--- config.mk ---
export PLATFORM = sky130hd
export DESIGN_NAME = serial_data_to_bram
export DESIGN_NICKNAME = d
export VERILOG_FILES = /design/src/rtl/serial_data_to_bram.sv
export SDC_FILE = /design/constraint.sdc
export NUM_CORES = 1
export LEC_CHECK = 0
export BUFFER_PORTS_ARGS = -buffer_cell sky130_fd_sc_hd__buf_2
export CORE_ASPECT_RATIO = 0.7
export CORE_MARGIN = 2
export CORE_UTILIZATION = 48
export CTS_BUF_LIST = sky130_fd_sc_hd__clkbuf_2
export DETAILED_ROUTE_END_ITERATION = 8
export PLACE_DENSITY = 0.76
export SLEW_MARGIN = 20
export SYNTH_ARGS = -nofsm -noshare
export SYNTH_HDL_FRONTEND = slang
export SYNTH_SLANG_ARGS = --single-unit
--- constraint.sdc ---
create_clock -name clk -period 3.9 [get_ports clk]
set_input_delay 0.78 -clock clk [delete_from_list [all_inputs] [get_ports clk]]
set_output_delay 0.78 -clock clk [all_outputs]
set_load 0.01 [all_outputs]
--- src/rtl/serial_data_to_bram.sv ---
// ---------------------------------------------------------------------------
// serial_data_to_bram
//   Collects 1-4 bytes from a UART RX FIFO into one 32-bit word and issues a
//   single byte-masked write to a BRAM port. Lanes are filled from lane 3 down
//   to lane 0, so the first received byte lands in bram_data[31:24].
//
// Ports
//   clk                      system clock, rising edge
//   rst                      asynchronous active-low reset
//   enable                   start pulse (sampled only while idle)
//   bytes_to_write[3:0]      byte-lane mask to fill and write
//   write_addr               BRAM word address, latched at start
//   write_complete           one-cycle pulse when the transfer ends
//   uart_data_in[7:0]        FIFO head byte
//   uart_data_present        FIFO non-empty
//   uart_data_read           one-cycle FIFO pop strobe
//   bram_data[31:0]          assembled word (held until next start)
//   bram_write_enable        one-cycle BRAM write strobe
//   bram_write_enable_bytes  latched byte mask
//   bram_write_addr          latched address
// ---------------------------------------------------------------------------
module serial_data_to_bram #(
    parameter int ADDR_WIDTH = 32,
    parameter int DATA_WIDTH = 32
) (
    input  logic                  clk,
    input  logic                  rst,
    input  logic                  enable,
    input  logic [3:0]            bytes_to_write,
    output logic                  write_complete,
    input  logic [ADDR_WIDTH-1:0] write_addr,
    input  logic [7:0]            uart_data_in,
    input  logic                  uart_data_present,
    output logic                  uart_data_read,
    output logic [DATA_WIDTH-1:0] bram_data,
    output logic                  bram_write_enable,
    output logic [3:0]            bram_write_enable_bytes,
    output logic [ADDR_WIDTH-1:0] bram_write_addr
);

    typedef enum logic [2:0] {
        S_IDLE,
        S_SELECT,
        S_WAIT_BYTE,
        S_SETTLE,
        S_WRITE,
        S_DONE
    } state_t;

    state_t                r_state;
    logic [3:0]            r_pending;   // lanes still to be filled
    logic [1:0]            r_lane;      // lane currently being filled
    logic [3:0]            r_mask;
    logic [ADDR_WIDTH-1:0] r_addr;
    logic [DATA_WIDTH-1:0] r_data;
    logic                  r_read;
    logic                  r_we;
    logic                  r_done;

    logic [1:0]            w_lane;
    logic                  w_any;

    // Highest pending lane wins: ascending scan, later hits overwrite.
    always_comb begin
        w_lane = 2'd0;
        w_any  = |r_pending;
        for (int i = 0; i < 4; i++) begin
            if (r_pending[i]) w_lane = 2'(i);
        end
    end

    always_ff @(posedge clk or negedge rst) begin
        if (!rst) begin
            r_state   <= S_IDLE;
            r_pending <= 4'd0;
            r_lane    <= 2'd0;
            r_mask    <= 4'd0;
            r_addr    <= '0;
            r_data    <= '0;
            r_read    <= 1'b0;
            r_we      <= 1'b0;
            r_done    <= 1'b0;
        end else begin
            // strobes default low; each is raised for a single cycle below
            r_read <= 1'b0;
            r_we   <= 1'b0;
            r_done <= 1'b0;
            case (r_state)
                S_IDLE: begin
                    if (enable) begin
                        r_mask    <= bytes_to_write;
                        r_pending <= bytes_to_write;
                        r_addr    <= write_addr;
                        r_data    <= '0;
                        r_state   <= S_SELECT;
                    end
                end
                S_SELECT: begin
                    if (w_any) begin
                        r_lane  <= w_lane;
                        r_state <= S_WAIT_BYTE;
                    end else if (r_mask == 4'd0) begin
                        // nothing collected, so no BRAM write either
                        r_state <= S_DONE;
                    end else begin
                        r_state <= S_WRITE;
                    end
                end
                S_WAIT_BYTE: begin
                    if (uart_data_present) begin
                        r_data[{r_lane, 3'b000} +: 8] <= uart_data_in;
                        r_pending[r_lane]             <= 1'b0;
                        r_read                        <= 1'b1;
                        r_state                       <= S_SETTLE;
                    end
                end
                // dead cycle: lets the FIFO update present/data after the pop
                S_SETTLE: r_state <= S_SELECT;
                S_WRITE: begin
                    r_we    <= 1'b1;
                    r_state <= S_DONE;
                end
                S_DONE: begin
                    r_done  <= 1'b1;
                    r_state <= S_IDLE;
                end
                default: r_state <= S_IDLE;
            endcase
        end
    end

    assign write_complete          = r_done;
    assign uart_data_read          = r_read;
    assign bram_data               = r_data;
    assign bram_write_enable       = r_we;
    assign bram_write_enable_bytes = r_mask;
    assign bram_write_addr         = r_addr;

endmodule

==> results of run 1 <==
metrics by stage:
step / utilization, % / std cells
global route: 61.2 / 477
finish: 61.2 / 477
floorplan: - / 258
global placement: 58.3 / 461
CTS: 60.7 / 476
detailed placement: 58.3 / 461
critical path: stages (launching register included):
cell                       delay [ns]
sky130_fd_sc_hd__dfrtp_1         0.58
sky130_fd_sc_hd__nand2b_1        0.48
sky130_fd_sc_hd__nor2_8          0.78
sky130_fd_sc_hd__mux2_4          0.35
worst min-delay path by stage:
stage               cells after the start                             from                               to
floorplan                               0                              rst         bram_data[0]$_DFFE_PN0P_
global placement                        1        bram_data[15]$_DFFE_PN0P_        bram_data[15]$_DFFE_PN0P_
detailed placement                      1  bram_write_addr[29]$_DFFE_PN0P_  bram_write_addr[29]$_DFFE_PN0P_
CTS                                     1                              rst  bram_write_addr[10]$_DFFE_PN0P_
global route                            1                              rst            r_lane[0]$_DFFE_PN0P_
finish                                  1                              rst         r_pending[3]$_DFFE_PN0P_
metal layers:
metal,global-route usage [%],up-vias
li1,-,1172
met1,30.1,1205
met2,27.7,104
met3,7.48,7
met4,4.18,0
met5,0,-
area by class of cell:
type	instances	area [um^2]
clock inverters	6	133
repair buffers	119	621
fillers	594	2890
well taps	98	123
flip-flops and latches	80	2000
clock buffers	9	45.0
inverters	10	37.5
multi-input cells	155	1600
synthesized netlist by cell type, drive strengths merged:
cell type  count  share of area, %
a21oi          4               1.7
a22o           4              0.93
a2bb2oi        1              0.23
and3          25               4.2
and3b          2              0.47
and4b          1              0.27
buf           10               3.1
clkbuf         3              0.30
dfrtp         80                53
ha             8               2.7
inv           10               1.0
mux2          61                22
mux2i          9               2.4
nand2          3              0.30
nand2b         1              0.17
nand3          4              0.53
nand3b         1              0.20
nand4          8               1.3
nor2           3              0.73
nor2b          2              0.33
nor3           1              0.13
nor3b          4              0.93
nor4b          1              0.40
o211ai         3              0.60
o21bai         1              0.20
o221ai         1              0.23
o22a           1              0.23
o2bb2ai        1              0.23
or2            1              0.17
or3b           2              0.47
or4            2              0.40
layout by cell type (no fill, tap or decap), drive strengths merged, types with 3 or more instances in the layout:
cell,n
buf,119
dfrtp,80
mux2,61
and3,25
inv,10
mux2i,9
clkbuf,9
nand4,8
ha,8
nand3,4
a21oi,4
a22o,4
bufinv,4
nor3b,4
nand2,3
o211ai,3
nor2,3
power by group through the flow:
stage                     registers [uW]  logic [uW]  clock network [uW]
after floorplan                     1350         982                   0
after global placement              1310        1340                   0
after detailed placement            1320        1380                   0
after CTS                           1300        1380                 636
after global routing                1350        1500                 684
final                               1300        1380                 621
logic make-up (layout without fill, tap and decap cells):
kind of cell / count (synthesis) / in the layout / share of synthesized area, %
compound gates: 16 / 16 / 4.39
fa+ha+maj: 8 / 8 / 2.66
buf+inv: 23 / 144 / 4.43
flops: 80 / 80 / 53.3
mux: 70 / 70 / 24.3
simple gates: 61 / 61 / 11.0
registers in the layout (all words and copies together) (netlist names):
name,flops
bram_write_addr,32
bram_write_enable,1
bram_data,32
r_state,3
r_lane,2
write_complete,1
r_pending,4
uart_data_read,1
bram_write_enable_bytes,4
==> run_results.csv, run 1 <==
group,metric,value,unit
outcome,run_status,"finished clean",
cts,cts.reportedPaths.clkPinSlew,0.20,ns
placement,postPlaceCellArea,0.00435,mm^2
drt,drtPass1Iterations,4,
timing,achievable-frequency,0.425,GHz
timing,setup_slack,1.55,ns
timing,hold_violations,0,
grt,first_global_vias,2462,
pwr,power.density_cell_area,725,mW/mm^2
logic_synthesis,yosysUniqueCellTypes,37,
setup_path,startpoint_type,"flip-flop",
finish,layout.cell_area.non_filler,0.00456,mm^2
die,start_util,50.5,%
setup_path,setup.worst_path.class,"flip-flop to flip-flop",
drt,met2_length,3440,um
pwr,switching_power_total,1160,uW
pwr,power_frac_seq,39.4,%
finish,final_nets,431,
drt,detail_route_met3_wl,761,um
cts,clock-sinks,80,
die,design.core.area,0.00745,mm^2
placement,finalWeightedCongestion,0.760,
logic_synthesis,ys.warnings.count,0,
logic_synthesis,synth-seq-area-share,53.3,%
setup_path,worst-r2r-cell-count,3,
timing,fin_crit_sh,60.4,%
cts,tritoncts,"yes",
pwr,intPower,2150,uW
setup_path,timing.critical_path.fanout_max,40,
flow_run,maxCapViolations,0,
cts,post-cts-setup-buffer-count,0,
setup_path,setup.worst_path.start,"r_state[1]$_DFFE_PN0P_",
timing,finalHoldWorstSlack,0.116,ns
logic_synthesis,synth.net_count,314,
drt,vias_per_cell,5.22,
timing,rsz_0062_raised_after_global_routing,"no",
cts,clockRootBuffer,"sky130_fd_sc_hd__clkbuf_2",
setup_path,timing.critical_path.required,4.33,ns
setup_path,crit-reg2reg-capture,"bram_write_addr[6]$_DFFE_PN0P_",
timing,timing.slew.headroom,40.0,%
cts,number_of_buffers_created_by_cts,9,
pwr,totalPowerFinal,3300,uW
die,num_io_pins,119,
timing,period_needed,2.35,ns
pwr,clkPwrFrac,18.8,%
setup_path,endpoint_of_the_worst_setup_timing_path,"bram_write_addr[6]$_DFFE_PN0P_",
setup_path,cp_data_arrival_time,2.79,ns
cts,cts.path.max_buffers,2,
placement,placement.io_buffers,118,
drt,dr_total_vias,2488,
setup_path,worst_r2r_startpoint,"r_state[1]$_DFFE_PN0P_",
cts,cts_hold_repair.buffers,0,
timing,worst_slew_pin_slew,0.901,ns
setup_path,r2r_setup_slack,1.55,ns
die,die_height,78.0,um
finish,syn2layout_area_growth,21.2,%
finish,diodes,0,
drt,highest_layer,"met4",
grt,global_route.overflow_total,0,
timing,final_setup_violating_endpoints,0,
grt,grt_antenna_before_repair,0,
die,fp.dieArea,0.00857,mm^2
setup_path,timing.critical_path.to_type,"flip-flop",
timing,timing_max_transition_violations_final,0,
grt,global_router_s_overall_resource_usage,20.1,%
pwr,p_leak,0.00243,uW
placement,detailedPlace.worstSlack,1.39,ns
grt,grt_max_degree,81,
placement,dp_hpwl,5770,um
drt,wl,8120,um
finish,share_of_post_route_cells_with_drive_strength_above_1,53.8,%
pwr,netSwitchingFraction,35.1,%
cts,cts.repair.resized,0,
logic_synthesis,netlist_instances,258,
min_path,timing.hold.worst.class,"input port to asynchronous set/reset pin",
logic_synthesis,postSynthAreaPerCell,14.6,um^2
pwr,p_comb_share,41.8,%
drt,drt-met1-wl,3850,um
drt,drtAntennaViolNets,0,
logic_synthesis,postSynthRegisterBits,80,
grt,wire_length_of_the_first_global_routing_pass,13000,um
logic_synthesis,post_synth_instance_area,0.00376,mm^2
drt,number_of_design_rule_violations_left_after_detail_routing,0,
die,rows,26,
timing,fin_tns_setup,0,ns
cts,clock_latency_on_the_worst_skew_pair,0.55,ns
drt,routedWlPerCell,17.0,um
pwr,peak_ir_drop_on_the_vdd_network,0.316,mV
drt,drt_iter0_markers,139,
timing,fin_skew,0.0286,ns
cts,cts.htree.levels,3,
die,die_w,110,um
No activity file was read; power rests on OpenSTA's default activity.
==> run 2: changes to the inputs <==
Settings changed: PLACE_DENSITY 0.76 to 0.79.
Clock period 3.9 ns to 2.09 ns, I/O delays scaled along.
==> run_results.csv, run 2 (synthesis gave the netlist of run 1 again) <==
group,metric,value,unit
cts,clockRootBuffer,"sky130_fd_sc_hd__clkbuf_2",
setup_path,critPathBufInv,1,
pwr,totalPowerFinal,5920,uW
finish,most_common_cell_after_layout_fill_and_taps_aside,"sky130_fd_sc_hd__buf_2",
placement,placement.io_buffers,118,
cts,number_of_buffers_created_by_cts,9,
drt,drt_iter0_markers,107,
setup_path,crit_path_cell_trace,"or2_1 -> nor2_8 -> buf_4 -> mux2_4",
grt,grt_antenna_before_repair,0,
finish,diodes,0,
drt,wl,8180,um
drt,detail_route_met3_wl,600,um
grt,global_router_s_overall_resource_usage,19.9,%
setup_path,cp_data_arrival_time,2.25,ns
finish,area_taken_by_flip_flops_and_latches,0.00200,mm^2
die,design.core.area,0.00745,mm^2
die,num_io_pins,119,
pwr,p_leak,0.00246,uW
finish,share_of_post_route_cells_with_drive_strength_above_1,55.4,%
die,rows,26,
setup_path,startpoint_type,"flip-flop",
drt,met2_length,3650,um
setup_path,top_cell_family_by_delay_on_the_critical_path,"simple AND/OR/NAND/NOR gates",
setup_path,setup.worst_path.class,"flip-flop to flip-flop",
grt,wire_length_of_the_first_global_routing_pass,13000,um
setup_path,crit-reg2reg-capture,"bram_write_addr[11]$_DFFE_PN0P_",
cts,clock-sinks,80,
cts,cts.path.max_buffers,2,
die,die_height,78.0,um
cts,cts.reportedPaths.clkPinSlew,0.23,ns
drt,drtAntennaViolNets,0,
finish,post-route-util,61.4,%
die,die_w,110,um
cts,tritoncts,"yes",
min_path,whs_path_depth,2,
timing,fin_crit_sh,87.3,%
drt,routedWlPerCell,16.7,um
min_path,timing.hold.worst.class,"input port to flip-flop",
drt,drt-met1-wl,3790,um
timing,fin_tns_setup,0,ns
finish,final_nets,443,
timing,rsz_0062_raised_after_global_routing,"no",
setup_path,worst_r2r_startpoint,"r_state[0]$_DFFE_PN0P_",
cts,cts.htree.levels,3,
setup_path,timing.critical_path.fanout_max,17,
setup_path,critPathSlowestCell,"sky130_fd_sc_hd__or2_1",
die,fp.dieArea,0.00857,mm^2
finish,fillerInstances,617,
finish,multiInputGateArea,0.00160,mm^2
setup_path,r2r_setup_slack,0.27,ns
timing,achievable-frequency,0.548,GHz
setup_path,cp_slowest_stage_delay,0.45,ns
placement,finalWeightedCongestion,0.794,
grt,first_global_vias,2588,
setup_path,worst-r2r-cell-count,4,
pwr,power.density_cell_area,1290,mW/mm^2
outcome,run_status,"finished clean",
timing,fin_skew,0.0262,ns
flow_run,maxCapViolations,0,
drt,highest_layer,"met4",
grt,global_route.overflow_total,0,
finish,syn2layout_area_growth,21.7,%
drt,number_of_design_rule_violations_left_after_detail_routing,0,
setup_path,timing.critical_path.required,2.51,ns
cts,post-cts-setup-buffer-count,0,
drt,vias_per_cell,5.14,
grt,grt_max_degree,43,
finish,final_cell_mix,"117 x sky130_fd_sc_hd__buf_2, 80 x sky130_fd_sc_hd__dfrtp_1, 36 x sky130_fd_sc_hd__mux2_4",
cts,clock_latency_on_the_worst_skew_pair,0.52,ns
die,start_util,50.5,%
pwr,peak_ir_drop_on_the_vdd_network,0.648,mV
timing,timing_max_transition_violations_final,0,
drt,drtPass1Iterations,4,
timing,timing.slew.headroom,59.6,%
setup_path,timing.critical_path.to_type,"flip-flop",
drt,dr_total_vias,2518,
placement,dp_hpwl,6020,um
min_path,hold_start,"write_addr[4]",
timing,worst_slew_pin_slew,0.607,ns
timing,final_setup_violating_endpoints,0,
timing,hold_violations,0,
timing,period_needed,1.82,ns
min_path,hold_end,"bram_write_addr[4]$_DFFE_PN0P_",
[run 2: changes by cell type in the layout (fill, tap and decap cells not counted), moves of 2 or more]
cell and delta:
sky130_fd_sc_hd__buf_4 +10, sky130_fd_sc_hd__buf_12 +2, sky130_fd_sc_hd__inv_6 +2, sky130_fd_sc_hd__nor3b_2 +2
sky130_fd_sc_hd__bufinv_16 -4
[run 2: power by group]
group	internal, uW	total (uW)	switching [uW]
Combinational	1480	2880	1400
Sequential	2030	2300	272
Clock	172	740	568
Total	3680	5920	2240
[run 2: repair_timing]
item / in CTS / in global routing
setup endpoints to repair: 0 / 8
hold buffers: 1 / 0
gates resized for setup: 0 / 1
hold endpoints to repair: 41 / 0
[run 2: final cells by class]
cell class | count | area share, %
timing repair buffer | 131 | 15.7
clock buffer | 9 | 0.984
tap | 98 | 2.68
inverter | 10 | 0.820
multi-input combinational | 155 | 34.9
sequential | 80 | 43.8
clock inverter | 7 | 1.20
[run 2: per-layer routing]
layer  vias up  global-route usage, %
li1       1192                      -
met1      1210                   27.3
met2       102                   30.1
met3        14                   6.89
met4         0                   5.44
met5         -                      0
[run 2: metrics by stage]
stage	hold slack, ns	area [um^2]	cells	setup WS, ns
after floorplan	0.122	3760	258	0.383
after global placement	0.430	4460	473	0.283
after detailed placement	0.438	4460	473	0.209
after CTS	0.0580	4570	490	0.174
after global routing	0.00255	4580	490	0.204
final	0.105	4580	490	0.265
[run 2: worst register-to-register path, cell delays in order (launching register included)]
cell	delay [ns]
sky130_fd_sc_hd__dfrtp_1	0.42
sky130_fd_sc_hd__or2_1	0.45
sky130_fd_sc_hd__nor2_8	0.21
sky130_fd_sc_hd__buf_4	0.33
sky130_fd_sc_hd__mux2_4	0.34
[run 2: how the worst max path moves through the flow]
| stage | startpoint | end | slack (ns) | cells after the start |
|---|---|---|---|---|
| final | r_state[0]$_DFFE_PN0P_ | bram_write_addr[11]$_DFFE_PN0P_ | 0.27 | 4 |
| after detailed placement | r_lane[1]$_DFFE_PN0P_ | bram_data[5]$_DFFE_PN0P_ | 0.21 | 5 |
| after global routing | r_state[0]$_DFFE_PN0P_ | bram_write_addr[11]$_DFFE_PN0P_ | 0.20 | 4 |
| after floorplan | r_lane[0]$_DFFE_PN0P_ | bram_data[0]$_DFFE_PN0P_ | 0.38 | 5 |
| after global placement | enable | bram_write_addr[18]$_DFFE_PN0P_ | 0.28 | 5 |
| after CTS | r_lane[1]$_DFFE_PN0P_ | bram_data[7]$_DFFE_PN0P_ | 0.17 | 5 |
==> run 3: changes to the inputs <==
Settings changed: CTS_CLUSTER_DIAMETER from default to 30, PLACE_DENSITY 0.79 to default, PLACE_DENSITY_LB_ADDON from default to 0.08, SLEW_MARGIN 20 to default.
==> run_results.csv, run 3 (synthesis gave the netlist of run 1 again) <==
group,metric,value,unit
outcome,run_status,"finished clean",
drt,routedWlPerCell,16.4,um
drt,vias_per_cell,5.09,
cts,cts.htree.levels,3,
drt,dr_total_vias,2486,
drt,number_of_design_rule_violations_left_after_detail_routing,0,
grt,wire_length_of_the_first_global_routing_pass,13000,um
pwr,peak_ir_drop_on_the_vdd_network,0.545,mV
timing,period_needed,1.98,ns
min_path,timing.hold.worst.class,"input port to flip-flop",
min_path,hold_end,"bram_write_addr[15]$_DFFE_PN0P_",
setup_path,cp_slowest_stage_delay,0.55,ns
setup_path,setup.worst_path.class,"flip-flop to flip-flop",
die,rows,26,
min_path,whs_path_depth,2,
cts,cts.reportedPaths.clkPinSlew,0.21,ns
finish,most_common_cell_after_layout_fill_and_taps_aside,"sky130_fd_sc_hd__buf_2",
die,design.core.area,0.00745,mm^2
drt,drtPass1Iterations,4,
cts,tritoncts,"yes",
pwr,power.density_cell_area,1270,mW/mm^2
grt,grt_antenna_before_repair,0,
drt,drtAntennaViolNets,0,
setup_path,worst-r2r-cell-count,5,
finish,diodes,0,
die,num_io_pins,119,
grt,first_global_vias,2603,
pwr,p_leak,0.00243,uW
finish,syn2layout_area_growth,20.8,%
timing,timing.slew.headroom,58.9,%
timing,final_setup_violating_endpoints,0,
placement,place.detailed.instances,471,
finish,share_of_post_route_cells_with_drive_strength_above_1,54.6,%
finish,final_cell_mix,"117 x sky130_fd_sc_hd__buf_2, 80 x sky130_fd_sc_hd__dfrtp_1, 36 x sky130_fd_sc_hd__mux2_4",
finish,fillerInstances,636,
grt,grt_max_degree,42,
timing,timing_max_transition_violations_final,0,
drt,wl,7980,um
cts,cts.path.max_buffers,2,
setup_path,critPathSlowestCell,"sky130_fd_sc_hd__dfrtp_1",
setup_path,critPathBufInv,1,
die,die_height,78.0,um
setup_path,top_cell_family_by_delay_on_the_critical_path,"flip-flops",
die,start_util,50.5,%
cts,number_of_buffers_created_by_cts,9,
finish,finish.cell_count_without_fillers,488,
flow_run,maxCapViolations,0,
setup_path,r2r_setup_slack,0.11,ns
setup_path,worst_r2r_startpoint,"r_lane[0]$_DFFE_PN0P_",
cts,clock-sinks,80,
timing,rsz_0062_raised_after_global_routing,"no",
setup_path,timing.critical_path.fanout_max,9,
placement,finalWeightedCongestion,0.786,
timing,fin_crit_sh,94.9,%
placement,dp_hpwl,5710,um
setup_path,cp_data_arrival_time,2.39,ns
setup_path,timing.critical_path.required,2.50,ns
die,die_w,110,um
setup_path,timing.critical_path.to_type,"flip-flop",
setup_path,crit_path_cell_trace,"inv_1 -> ha_1 -> and4b_1 -> and3_1 -> mux2_2",
setup_path,startpoint_type,"flip-flop",
grt,global_router_s_overall_resource_usage,20.0,%
grt,global_route.overflow_total,0,
cts,clockRootBuffer,"sky130_fd_sc_hd__clkbuf_2",
timing,fin_tns_setup,0,ns
setup_path,crit-reg2reg-capture,"bram_data[12]$_DFFE_PN0P_",
timing,worst_slew_pin_slew,0.617,ns
pwr,totalPowerFinal,5780,uW
finish,final_nets,441,
die,fp.dieArea,0.00857,mm^2
placement,placement.io_buffers,118,
timing,achievable-frequency,0.504,GHz
min_path,hold_start,"write_addr[15]",
cts,clock_latency_on_the_worst_skew_pair,0.52,ns
timing,fin_skew,0.0217,ns
drt,drt_iter0_markers,112,
timing,hold_violations,0,
[run 3: changes by cell type in the layout (fill, tap and decap cells not counted), sizes merged]
cell      delta
buf          -2
clkinvlp     +2
inv          -3
clkbuf       +1
[run 3: worst max path at each step]
| stage | start | to | slack [ns] | cells after the start |
|---|---|---|---|---|
| CTS | r_lane[0]$_DFFE_PN0P_ | bram_data[12]$_DFFE_PN0P_ | 0.15 | 5 |
| global route | r_lane[0]$_DFFE_PN0P_ | bram_data[13]$_DFFE_PN0P_ | 0.05 | 5 |
| finish | r_lane[0]$_DFFE_PN0P_ | bram_data[12]$_DFFE_PN0P_ | 0.11 | 5 |
| floorplan | r_lane[0]$_DFFE_PN0P_ | bram_data[0]$_DFFE_PN0P_ | 0.38 | 5 |
| global placement | r_lane[0]$_DFFE_PN0P_ | bram_data[9]$_DFFE_PN0P_ | 0.28 | 5 |
| detailed placement | r_lane[0]$_DFFE_PN0P_ | bram_data[12]$_DFFE_PN0P_ | 0.18 | 5 |
[run 3: timing repair]
action,CTS,global route
buffers inserted,0,0
hold buffers,1,0
resized for setup,0,0
endpoints found under the hold margin,40,0
[run 3: worst register-to-register path: cells and delay by family, from the launching register on]
family / cells / cell delay [ns]
fa+ha+maj: 1 / 0.38
buf+inv: 1 / 0.18
flops: 1 / 0.55
mux: 1 / 0.26
simple gates: 2 / 0.52
[run 3: area by class of cell]
type	instances	area (um^2)	share of cell area, %
sequential	80	2000	44.1
multi-input combinational	155	1590	35.0
timing repair buffer	129	703	15.5
inverter	10	37.5	0.826
tap	98	123	2.70
clock inverter	6	36.3	0.799
clock buffer	10	50.0	1.10
[run 3: per-layer routing]
metal | GRT usage [%] | wire (um) | up-vias
met3 | 6.81 | 565 | 4
li1 | - | - | 1186
met4 | 5.82 | 50 | 0
met2 | 29.3 | 3510 | 84
met5 | 0 | 0 | -
met1 | 28.3 | 3860 | 1212
[run 3: per-stage QoR]
stage	util, %	area [um^2]	hold slack, ns	setup WS [ns]
detailed placement	59.7	4450	0.433	0.182
global route	61.0	4540	0.0320	0.0466
floorplan	-	3760	0.122	0.383
CTS	61.0	4540	0.0336	0.155
finish	61.0	4540	0.107	0.107
global placement	59.7	4450	0.429	0.279
[run 3: power by group]
| group | internal [uW] | switching, uW | total [uW] |
|---|---|---|---|
| clock | 152 | 515 | 667 |
| combinational | 1440 | 1350 | 2790 |
| sequential | 2030 | 293 | 2320 |
| total | 3630 | 2160 | 5780 |
